### src/rtl/cam_dvp_tx_if.sv
// Frame-store read port: one-cycle read strobe and pixel address out, pixel word
// back the following cycle.
interface cam_dvp_tx_if;
  logic        rdreq;
  logic [19:0] rdaddr;
  logic [15:0] rddata;

  modport master (output rdreq, output rdaddr, input rddata);
  modport slave  (input rdreq, input rdaddr, output rddata);
endinterface

### src/rtl/cam_dvp_tx.sv
// DVP-style byte-stream camera transmitter: replays 16-bit pixels from a frame
// store as low/high bytes with vsync/hsync framing and a forwarded pixel clock.
module cam_dvp_tx #(
  parameter int unsigned H_ACTIVE  = 640,
  parameter int unsigned V_ACTIVE  = 480,
  parameter int unsigned H_BLANK   = 144,
  parameter int unsigned VSYNC_LEN = 3,
  parameter int unsigned V_BACK    = 17,
  parameter int unsigned V_FRONT   = 10
) (
  input  logic                clk,
  input  logic                reset,
  input  logic                enable,
  cam_dvp_tx_if.master        mem,
  output logic                csi_pclk,
  output logic [7:0]          csi_data,
  output logic                csi_vsync,
  output logic                csi_hsync,
  output logic                frame_done
);
  localparam int unsigned AB = 2 * H_ACTIVE;
  localparam int unsigned L  = AB + H_BLANK;
  localparam int unsigned CW = $clog2(L);

  typedef enum logic [2:0] {IDLE, VSYNC, VBACK, ACTIVE, VFRONT} state_t;

  state_t        r_state;
  logic [CW-1:0] r_col;
  logic [15:0]   r_line;
  logic [19:0]   r_addr;
  logic [7:0]    r_hold;
  logic          r_run;
  logic          r_done_d;

  logic          w_eol;
  logic          w_last_line;
  logic          w_active_byte;
  logic          w_req;

  // All outputs are registered from the current state position, so the whole
  // output stream trails the state counters by exactly one cycle.
  always_comb begin
    w_eol         = (r_col == CW'(L - 1));
    w_active_byte = (r_state == ACTIVE) && (r_col < CW'(AB));
    case (r_state)
      VSYNC:   w_last_line = (r_line == 16'(VSYNC_LEN - 1));
      VBACK:   w_last_line = (r_line == 16'(V_BACK - 1));
      ACTIVE:  w_last_line = (r_line == 16'(V_ACTIVE - 1));
      VFRONT:  w_last_line = (r_line == 16'(V_FRONT - 1));
      default: w_last_line = 1'b0;
    endcase
    w_req = 1'b0;
    // Pixel 0 of a line is fetched two cycles before the line starts.
    if (r_state == VBACK && w_last_line && r_col == CW'(L - 2))
      w_req = 1'b1;
    if (r_state == ACTIVE) begin
      if (r_col < CW'(AB - 2) && !r_col[0])
        w_req = 1'b1;
      if (r_col == CW'(L - 2) && !w_last_line)
        w_req = 1'b1;
    end
  end

  always_ff @(posedge clk) begin
    if (reset) begin
      r_state    <= IDLE;
      r_col      <= '0;
      r_line     <= '0;
      r_addr     <= '0;
      r_hold     <= '0;
      r_run      <= 1'b0;
      r_done_d   <= 1'b0;
      csi_data   <= '0;
      csi_vsync  <= 1'b0;
      csi_hsync  <= 1'b0;
      frame_done <= 1'b0;
      mem.rdreq  <= 1'b0;
      mem.rdaddr <= '0;
    end else begin
      csi_vsync  <= (r_state == VSYNC);
      csi_hsync  <= w_active_byte;
      r_run      <= (r_state != IDLE);
      frame_done <= r_done_d;
      r_done_d   <= 1'b0;
      mem.rdreq  <= w_req;

      // Low byte bypasses the holding register; the word arrives on this cycle.
      csi_data <= '0;
      if (w_active_byte) begin
        if (r_col[0]) begin
          csi_data <= r_hold;
        end else begin
          csi_data <= mem.rddata[7:0];
          r_hold   <= mem.rddata[15:8];
        end
      end

      if (w_req) begin
        mem.rdaddr <= r_addr;
        r_addr     <= r_addr + 20'd1;
      end

      case (r_state)
        IDLE: begin
          if (enable) begin
            r_state <= VSYNC;
            r_col   <= '0;
            r_line  <= '0;
            r_addr  <= '0;
          end
        end
        default: begin
          r_col <= w_eol ? '0 : r_col + 1'b1;
          if (w_eol) begin
            r_line <= w_last_line ? '0 : r_line + 16'd1;
            if (w_last_line) begin
              case (r_state)
                VSYNC:  r_state <= VBACK;
                VBACK:  r_state <= ACTIVE;
                ACTIVE: r_state <= VFRONT;
                VFRONT: begin
                  r_done_d <= 1'b1;
                  r_addr   <= '0;
                  r_state  <= enable ? VSYNC : IDLE;
                end
                default: r_state <= IDLE;
              endcase
            end
          end
        end
      endcase
    end
  end

  assign csi_pclk = r_run ? ~clk : 1'b0;
endmodule

### src/flat_wrapper.sv
// flat-port wrapper written by rule: the top's interface ports become plain ports
module cam_dvp_tx_flat 
#(
  parameter int unsigned H_ACTIVE  = 640,
  parameter int unsigned V_ACTIVE  = 480,
  parameter int unsigned H_BLANK   = 144,
  parameter int unsigned VSYNC_LEN = 3,
  parameter int unsigned V_BACK    = 17,
  parameter int unsigned V_FRONT   = 10
)
  (clk, reset, enable, csi_pclk, csi_data, csi_vsync, csi_hsync, frame_done, mem_rdreq, mem_rdaddr, mem_rddata);
  cam_dvp_tx_if mem_i ();
  input  logic clk;
  input  logic reset;
  input  logic enable;
  output logic csi_pclk;
  output logic [7:0] csi_data;
  output logic csi_vsync;
  output logic csi_hsync;
  output logic frame_done;
  output wire logic [$bits(mem_i.rdreq)-1:0] mem_rdreq;
  output wire logic [$bits(mem_i.rdaddr)-1:0] mem_rdaddr;
  input wire logic [$bits(mem_i.rddata)-1:0] mem_rddata;
  assign mem_rdreq = mem_i.rdreq;
  assign mem_rdaddr = mem_i.rdaddr;
  assign mem_i.rddata = mem_rddata;
  cam_dvp_tx #(.H_ACTIVE(H_ACTIVE), .V_ACTIVE(V_ACTIVE), .H_BLANK(H_BLANK), .VSYNC_LEN(VSYNC_LEN), .V_BACK(V_BACK), .V_FRONT(V_FRONT)) u_core (.clk(clk), .reset(reset), .enable(enable), .mem(mem_i), .csi_pclk(csi_pclk), .csi_data(csi_data), .csi_vsync(csi_vsync), .csi_hsync(csi_hsync), .frame_done(frame_done));
endmodule
### config.mk
export PLATFORM = sky130hd
export DESIGN_NAME = cam_dvp_tx_flat
export DESIGN_NICKNAME = d
export VERILOG_FILES = /design/src/rtl/cam_dvp_tx_if.sv /design/src/rtl/cam_dvp_tx.sv /design/src/flat_wrapper.sv
export SDC_FILE = /design/constraint.sdc
export NUM_CORES = 1
export LEC_CHECK = 0
export CAP_MARGIN = 20
export CORE_MARGIN = 2
export CORE_UTILIZATION = 45
export CTS_BUF_LIST = sky130_fd_sc_hd__clkbuf_16
export CTS_CLUSTER_DIAMETER = 40
export DETAILED_ROUTE_END_ITERATION = 8
export PLACE_DENSITY = 0.74
export SKIP_LAST_GASP = 1
export SYNTH_ARGS = -nofsm -noshare
export SYNTH_HDL_FRONTEND = slang
export SYNTH_SLANG_ARGS = --single-unit
### constraint.sdc
create_clock -name clk -period 2.36 [get_ports clk]
set_input_delay 0.472 -clock clk [delete_from_list [all_inputs] [get_ports clk]]
set_output_delay 0.472 -clock clk [all_outputs]
set_load 0.01 [all_outputs]
==> metrics.txt, run 1 <==
synth warn 0; max_cap viols 0; normalized max-slew margin 68.6%; sequential share of power 46.0%; Worst EP arrival around 2.7 ns; Leak 0.00205 uW; Area Overhead vs Synth 26.6%; Worst VDD drop 0.000437 V; pwr dens 621 nW/um^2; worst-skew pair later-pin latency 0.46 ns; Post-synth EDFFs 0; Cells after Synth 508; f_max approximately 440 MHz; CP startpoint kind flop; number of global-route vias before repair about 3800; synthesis-stage register bit count 92; unrepaired setup endpoints after global routing false; setup total negative slack 0 ns; initial drt markers approximately 240; nets 592; hold path startpoint u_core.r_done_d; synthesized area 4350 um^2; Total Die Area approximately 10000 um^2; CP Launch Point u_core.r_line[6]; die height a little over 100 um; initial antenna violation count 0; Antenna Nets Post-Route 0; async set or reset register ratio after synthesis 0%; Std-Cell Core Area 9330 um^2; Routability Congestion 0.847; Most used DFF post-synth dfxtp_1; CTS tree yes; first-pass GRT wire length 17800 um; vias after detailed routing ~4000; number of buffers added on ports 51; WS Path Type flop to flop; final setup vio count 0; Final Hold Viols 0; Overflow after GRT 0; worst setup margin around 0.073 ns; Critical R2R Launch u_core.r_line[6]; GRT Total Usage 21.6%; crit-path max FO 24; WL/cell 14.9 um; Clock transition at path regs around 0.07 ns; number of buffers added to fix hold violations after cts 0; Seq/Total Area, Yosys 42.4%; internal power 2610 uW; Tightest Pin Transition 0.471 ns; Syn Area/Cell 8.56 um^2; layout cell share with drive strength beyond 1 11.7%; Clock power frac 47.7%; die width ~100 um; drt drc 0; hpwl dp roughly 7300 um; Combinational Power Share 6.3%; Site Rows 35; required time of the critical path roughly 2.8 ns; Post-Layout Cell Count 703; Netlist cell types 55; ANT cells 0; starting density of the core 46.6%; final wirelength 10500 um; Period Utilization, post-route 96.9%; Sw Ratio 23.7%; Setup Fix Bufs, Post-CTS 0; Initial DRT Pass Iterations 6; crit path time final between 2 and 2.5 ns; CP endpoint kind flop; I/O pin total between 50 and 60; status finished, final reports clean; sw power 810 uW; largest net degree at the start of global routing 31; Setup Skew 0.00716 ns; pre-CTS setup slack 0.0998 ns; Final Slew Violations 0; drt via density approximately 5.7; Pwr Total 3420 uW; Cells after DPL 684; syn_nets 531; Hold WC Path Type flop to flop
==> Yosys cell counts (2+ instances only) <==
cell type	number	area (um^2)
ha_1	4	50.1
nand3_1	41	205
o31ai_1	9	67.6
nand2b_1	3	18.8
o31a_1	7	61.3
nor4b_1	2	17.5
mux2i_1	19	190
xnor2_1	6	52.6
clkbuf_1	18	67.6
nand2_1	33	124
o41ai_1	2	17.5
nor2_1	50	188
o21ai_0	40	200
and2_1	3	18.8
a2111o_1	3	33.8
xor2_1	13	114
a21oi_1	36	180
nor2b_1	3	18.8
dfxtp_1	92	1840
and4_1	4	35.0
nor3b_1	2	15.0
and3_1	19	119
a31oi_1	3	18.8
inv_1	9	33.8
and4b_1	3	30.0
buf_2	13	65.1
o21ba_2	3	30.0
nor4_1	11	68.8
o21ba_1	4	40.0
nand4_1	10	62.6
nand3b_1	3	22.5
nor3_1	9	45.0
o2111ai_1	8	70.1
or2_2	2	12.5
==> logic make-up (layout without fill, tap and decap cells) <==
kind of cell             count (synthesis)  in the layout  share of synthesized area [%]
buffers and inverters                   43            109                           4.35
AND/OR/NAND/NOR                        206            206                           24.9
AO/OA/AOI/OAI                          124            124                           18.8
flip-flops                              92             92                           42.4
XOR/XNOR                                19             19                           3.83
multiplexers                            20             20                           4.69
adder cells (fa/ha/maj)                  4              4                           1.15
==> layout make-up <==
type	instances	area [um^2]
timing repair buffer	80	763
tap	129	161
multi-input combinational	373	2330
clock buffer	13	309
fill	840	3820
clock inverter	7	60.1
inverter	9	33.8
sequential	92	1840
==> placed cells by master, fill, tap and decap left out, types with 8 or more instances in the layout <==
master	instances
dfxtp_1	90
nor2_1	50
clkdlybuf4s50_1	50
nand3_1	41
o21ai_0	40
a21oi_1	36
nand2_1	33
buf_4	27
mux2i_1	19
and3_1	19
xor2_1	13
clkbuf_16	12
nor4_1	11
nand4_1	10
inv_1	9
nor3_1	9
o31ai_1	9
o2111ai_1	8
==> final timing paths <==
kind,slack (ns),cells past startpoint,to
hold / removal,0.46,1,u_core.frame_done
setup reg to reg,0.07,7,u_core.r_addr[4]
setup / recovery,0.07,7,u_core.r_addr[4]
hold reg to reg,0.46,1,u_core.frame_done
==> sequential cells by signal (all words and copies together) (netlist names) <==
signal             cells
u_core.r_line         16
u_core.r_col          11
u_core.r_run           1
u_core.mem.rdaddr     20
u_core.frame_done      1
u_core.r_done_d        1
u_core.csi_hsync       1
u_core.r_addr         20
u_core.r_state         3
u_core.mem.rdreq       1
u_core.csi_data        8
u_core.r_hold          8
u_core.csi_vsync       1
==> critical path: stages, from the launching register on <==
cell and delay [ns]:
dfxtp_1 0.34, nor4_1 0.41, mux2i_2 0.19, nor3_2 0.34
a221oi_2 0.14, buf_12 0.17, or4_1 0.50, a21oi_1 0.14
==> power by group through the flow <==
stage                     registers [uW]  clock network, uW  logic (uW)
after floorplan                     1600               2.94         125
after global placement              1610               7.26         208
after detailed placement            1610               7.26         212
after CTS                           1570               1660         214
after global routing                1570               1740         235
final                               1570               1630         215
==> timing repair <==
item	CTS	global route
setup endpoints to repair	1	20
resized for setup	1	3
hold endpoints to repair	0	0
==> through the flow <==
step	utilization [%]	hold slack, ns	cell area, um^2
CTS	58.9	0.465	5500
global route	59.0	0.484	5510
finish	59.0	0.461	5510
global placement	55.1	0.436	5140
detailed placement	55.1	0.455	5140
floorplan	-	0.414	4350
==> layer usage <==
| metal | global-route usage [%] | part of all wire, % |
|---|---|---|
| met1 | 27.5 | 46 |
| met2 | 33.5 | 46 |
| met3 | 6.84 | 6.4 |
| met4 | 10.3 | 1.5 |
| met5 | 0 | 0 |
(Power assumes the default switching activity.)
==> run 2: changes to the inputs <==
- PLACE_DENSITY: 0.74 -> 0.67
==> run 2 against run 1 <==
  * Design area grew 2.5%
  * Wire length grew 2.7%
  * Final cell count grew 1.8%
  * Critical endpoint is now u_core.r_addr[16]
  * Largest cell class unchanged
  * Core utilization grew 1.5 points
  * Flip-flop and latch count is the same
  * Clock power grew 6%
  * Setup slack gained 0.017 ns
  * Sequential share of layout area shrank 0.84 points
  * Total power grew 2.9%
  * Largest power group unchanged
==> metrics.txt, run 2 (synthesis results as in run 1) <==
status finished, final reports clean; Final Hold Viols 0 (unchanged); Hold WC Path Type flop to flop; number of global-route vias before repair 3820 (+0.26%); CP endpoint kind flop; worst r2r path cells 7 (unchanged); WL/cell 15.0 um (+0.82%); initial drt markers 216 (-9.6%); Post-Layout Cell Count 716 (+1.8%); Routability Congestion 0.906 (+7.0%); drt drc 0 (unchanged); required time of the critical path 2.75 ns (about the same); worst-skew pair later-pin latency 0.45 ns (about the same); I/O pin total 52 (unchanged); largest net degree at the start of global routing 25 (-19%); Period Utilization, post-route 96.2% (-0.73 points); pwr dens 623 nW/um^2 (+0.38%); Worst EP arrival 2.66 ns (-0.02 ns); GRT Total Usage 22.4% (+0.71 points); initial antenna violation count 0 (unchanged); starting density of the core 46.6% (unchanged); number of buffers added to fix hold violations after cts 0 (unchanged); final wirelength 10800 um (+2.7%); layout cell share with drive strength beyond 1 14.3% (+2.6 points); Site Rows 35 (unchanged); Tightest Pin Transition 0.427 ns (-0.0439 ns); WS Path Type flop to flop; most frequent cells in the layout dfxtp_1, nor2_1, clkdlybuf4s50_1; Overflow after GRT 0 (unchanged); number of buffers added on ports 51 (unchanged); Worst VDD drop 0.000427 V (-2.3%); Total Die Area 10500 um^2 (unchanged); Cells after DPL 690 (+0.88%); Filler Cells Inserted 828 (-1.4%); vias after detailed routing 4007 (+0.28%); most common cell after layout, fill and taps aside dfxtp_1; CTS tree yes; Pwr Total 3520 uW (+2.9%); Initial DRT Pass Iterations 5 (-1); ANT cells 0 (unchanged); die height 102 um (unchanged); hold path startpoint u_core.r_done_d; Std-Cell Core Area 9330 um^2 (unchanged); Core Util, Final 60.5% (+1.5 points); CP startpoint kind flop; Antenna Nets Post-Route 0 (unchanged); nets 605 (+2.2%); Leak 0.00212 uW (+3.8%); die width 102 um (unchanged); f_max 441 MHz (+0.76%); Hold WS 0.454 ns (-0.00709 ns); hpwl dp 7460 um (+2.4%); worst setup margin 0.0901 ns (+0.0172 ns); Top Registers u_core.mem.rdaddr (20), u_core.r_addr (20), u_core.r_line (16); Clock transition at path regs 0.07 ns (about the same); Area Overhead vs Synth 29.8%; normalized max-slew margin 71.3% (+2.7 points); first-pass GRT wire length 18400 um (+3.6%); CP Launch Point u_core.r_state[0]; Final Slew Violations 0 (unchanged); pre-CTS setup slack -0.129 ns (-0.229 ns); crit path time final 2.27 ns (-0.0172 ns); WHS Path Cells 1 (unchanged); final setup vio count 0 (unchanged); crit-path max FO 6 (-75%); max_cap viols 0 (unchanged); drt via density 5.60 (-1.5%); Critical R2R Launch u_core.r_state[0]; Setup Skew 0.00580 ns (-0.00136 ns)
==> run 2: cell types whose count changed in the layout (fill, tap and decap cells not counted), moves of 2 or more <==
cell	delta
buf_4	+13
buf_12	-2
buf_6	+2
o41ai_1	-2
o41ai_2	+2
==> run 2: cell type report <==
| type | count | area, um^2 | area share [%] |
|---|---|---|---|
| inverter | 9 | 33.8 | 0.599 |
| tap | 129 | 161 | 2.86 |
| multi-input combinational | 373 | 2370 | 42.0 |
| timing repair buffer | 93 | 843 | 14.9 |
| clock inverter | 7 | 81.3 | 1.44 |
| clock buffer | 13 | 309 | 5.48 |
| sequential | 92 | 1840 | 32.7 |
==> run 2: report_power, final <==
| group | total [uW] | switching (uW) | internal [uW] |
|---|---|---|---|
| Combinational | 226 | 121 | 105 |
| Clock | 1720 | 667 | 1050 |
| Sequential | 1570 | 9.36 | 1560 |
==> run 2: metal layers <==
metal	up-vias	share of wire, %	wire length [um]	GRT usage, %
li1	2007	-	-	-
met1	1891	46	4930	29.4
met2	99	48	5150	35.4
met3	10	4.9	532	5.75
met4	0	1.4	151	8.62
met5	-	0	0	0
==> run 2: path summary, 6_finish.rpt <==
path	endpoint	slack [ns]
worst max-delay path	u_core.r_addr[16]	0.09
worst min-delay path	u_core.frame_done	0.45
worst max register to register	u_core.r_addr[16]	0.09
worst min register to register	u_core.frame_done	0.45
==> run 2: per-stage QoR <==
step	TNS [ns]	area [um^2]
6_report	0	5640
3_5_place_dp	-1.16	5160
3_3_place_gp	0	5160
2_1_floorplan	0	4350
4_1_cts	0	5560
5_1_grt	-0.0136	5640
==> run 2: timing repair <==
action,4_1_cts,5_1_grt
endpoints found under the setup margin,24,37
gates resized for setup,5,7
pin swaps,0,4
setup buffers,0,7
gates cloned,0,0
==> run 2: critical path, cell delays in order (launching register included) <==
cell and delay [ns]:
dfxtp_1 0.41, and3b_2 0.26, mux2i_2 0.37, nor3_4 0.10, buf_4 0.17, a211o_1 0.36, a2111o_1 0.38, a21oi_1 0.15
==> variant, RTL diff (config.mk and constraints of run 2) <==
Make the reset (`reset`) asynchronous in one clocked block.
--- a/src/rtl/cam_dvp_tx.sv
+++ b/src/rtl/cam_dvp_tx.sv
@@ -61,7 +61,7 @@
     end
   end
 
-  always_ff @(posedge clk) begin
+  always_ff @(posedge clk or posedge reset) begin
     if (reset) begin
       r_state    <= IDLE;
       r_col      <= '0;
Function: differs if reset is asserted again (counterexample within 4 cycles, from zero or initial values and one cycle with reset high); with reset held inactive, the same outputs for 10 cycles.
==> variant against run 2 <==
- the run now ends with negative setup slack left
- wire length is 4.8% lower
- worst setup slack worse by 0.22 ns
- count of clock-buffer cells in the layout stayed put
- sequential cell count stayed put
- first-iteration DRC count is 19% higher
- final area is 8.1% higher
- die area is 0.58% higher
- synthesized area is 0.60% higher
- global-route usage is 1.8 points lower
- hold slack worse by 0.10 ns
- critical path type unchanged
- critical endpoint is now u_core.mem.rdaddr[14]
- largest cell class is now registers
Power is not compared: it rests on default switching activity, and its combinational part moved more than twofold at a synthesized area within 25%.
==> variant: results (changes against run 2) <==
global_route:
  met2_usage: 0.316  # -0.0380
  antenna_found_initial: 0  # unchanged
  grt_use_met3: 0.0549  # -0.00254
  grt_util_met1: 0.284  # -0.00966
  grt_usage: 0.205  # -0.0182
  first_global_vias: 3542  # -7.3%
  grt_pass1_wl_mm: 17.0  # -7.4%
  grt_start_max_net_pins: 61  # +140%
worst_setup_path:
  crit_fanout: 7  # +1
  cp_top_family: "simple AND/OR/NAND/NOR gates"
  r2r-start: "u_core.r_line[2]"
  max_stage_delay_ns: 0.51  # +0.10 ns
  r2r-end: "u_core.mem.rdaddr[14]"
  cp_slowest_cell: "or4_1"
  arrival_ns: 2.81  # +0.15 ns
final_layout:
  drive_gt1_frac: 0.251  # +0.108
  final_net_count: 545  # -9.9%
  reg.largest.list: "u_core.mem.rdaddr (20), u_core.r_addr (20), u_core.r_line (16)"
  n_antenna_cell: 0  # unchanged
timing:
  fin_worst_skew_ns: 0.00996  # +0.00416 ns
  tns_ns: -3.85  # -3.85 ns
  holdWs_ns: 0.352  # -0.102 ns
  tightestPinTransition_ns: 0.414  # -0.0135 ns
  finalSetupViolCount: 38  # +38
  setup_slack_ns: -0.131  # -0.221 ns
drt:
  dr.pass1.iters: 4  # -1
  num_vias: 3663  # -8.6%
  wirelength_mm: 10.2  # -4.8%
  drt-initial-drc-count: 257  # +19%
yosys:
  synthesis.nets: 445  # -16%
  synthTopCellsByCount: "92 x dfrtp_1, 46 x o21ai_0, 34 x nor2_1"
  synth_area_leaders: "dfrtp_1 53%, mux2_2 6.7%, o21ai_0 5.3%"
  yosysSeqAreaShare: 0.526  # +0.103
  ys_warn_count: 0  # unchanged
  ys_types: 48  # -13%
  ys_async_sr_fraction: 1.00  # +1.00
clocking:
  clk_latency_ns: 0.44
  cts.reportedPaths.clkPinSlew_ns: 0.06
pwr:
  ir_worst_vdd_uv: 355
  p_leak_nw: 2.75
placement:
  dp_slack_ns: -0.222  # -0.0933 ns
  gp_congestion: 0.840  # -7.3%
  port_buffers: 51  # unchanged
  dp_hpwl_mm: 6.67  # -11%
run_status:
  status: "finished with violations"
  violations: "negative setup slack"
min_path:
  min_path_type: "in2async"
## variant: changes by cell type in the layout (fill, tap and decap cells not counted), moves of 9 or more
cell | before | now
nor2_1 | 50 | 34
mux2i_1 | 19 | 10
dfrtp_1 | 0 | 92
a21oi_2 | 0 | 9
mux2_2 | 0 | 9
nand3_1 | 41 | 22
mux2_4 | 0 | 17
a21oi_1 | 36 | 4
dfxtp_1 | 91 | 0
## variant: how the worst max path moves through the flow
stage,slack [ns],endpoint,from
final,-0.13,u_core.mem.rdaddr[14],u_core.r_line[2]
after global routing,-0.25,u_core.r_addr[11],u_core.r_line[2]
after floorplan,-0.15,u_core.r_addr[6],u_core.r_line[8]
after global placement,-0.16,u_core.r_addr[19],u_core.r_line[8]
after detailed placement,-0.22,u_core.mem.rdaddr[19],u_core.r_line[8]
after CTS,-0.14,u_core.r_addr[11],u_core.r_line[8]
## variant: cells by family after synthesis
kind of cell,count (synthesis),share of synthesized area
buf+inv,32,0.0323
simple gates,154,0.185
fa+ha+maj,4,0.0114
mux,37,0.0921
compound gates,95,0.137
flops,92,0.526
xor+xnor,8,0.0160
## variant: layer usage
metal	part of all wire	routed length [µm]
met4	0.0067	69
met3	0.058	599
met5	0	0
met1	0.46	4700
met2	0.48	4880
## variant: layout make-up
type | instances | area [µm²]
Timing Repair Buffer | 106 | 1020
Inverter | 9 | 37.5
Multi-Input combinational cell | 300 | 2190
Tap cell | 129 | 161
Sequential cell | 92 | 2300
Clock inverter | 6 | 80.1
Clock buffer | 13 | 309
Fill cell | 703 | 3230
## variant: repair_timing
item / CTS / global route
cloned: 3 / 1
endpoints found under the setup margin: 44 / 47
pin swaps: 19 / 20
resized for setup: 22 / 40
setup buffers: 5 / 0
## variant: where the power goes
part | switching (W) | internal (W)
combinational | 0.000236 | 0.000220
clock | 0.000623 | 0.00115
sequential | 0.000114 | 0.00168
## variant: metrics by stage
stage	utilization	cell area, µm²	std cells
2_1_floorplan	-	4430	422
3_3_place_gp	0.575	5360	628
3_5_place_dp	0.575	5360	628
4_1_cts	0.636	5930	654
5_1_grt	0.654	6100	655
6_report	0.654	6100	655
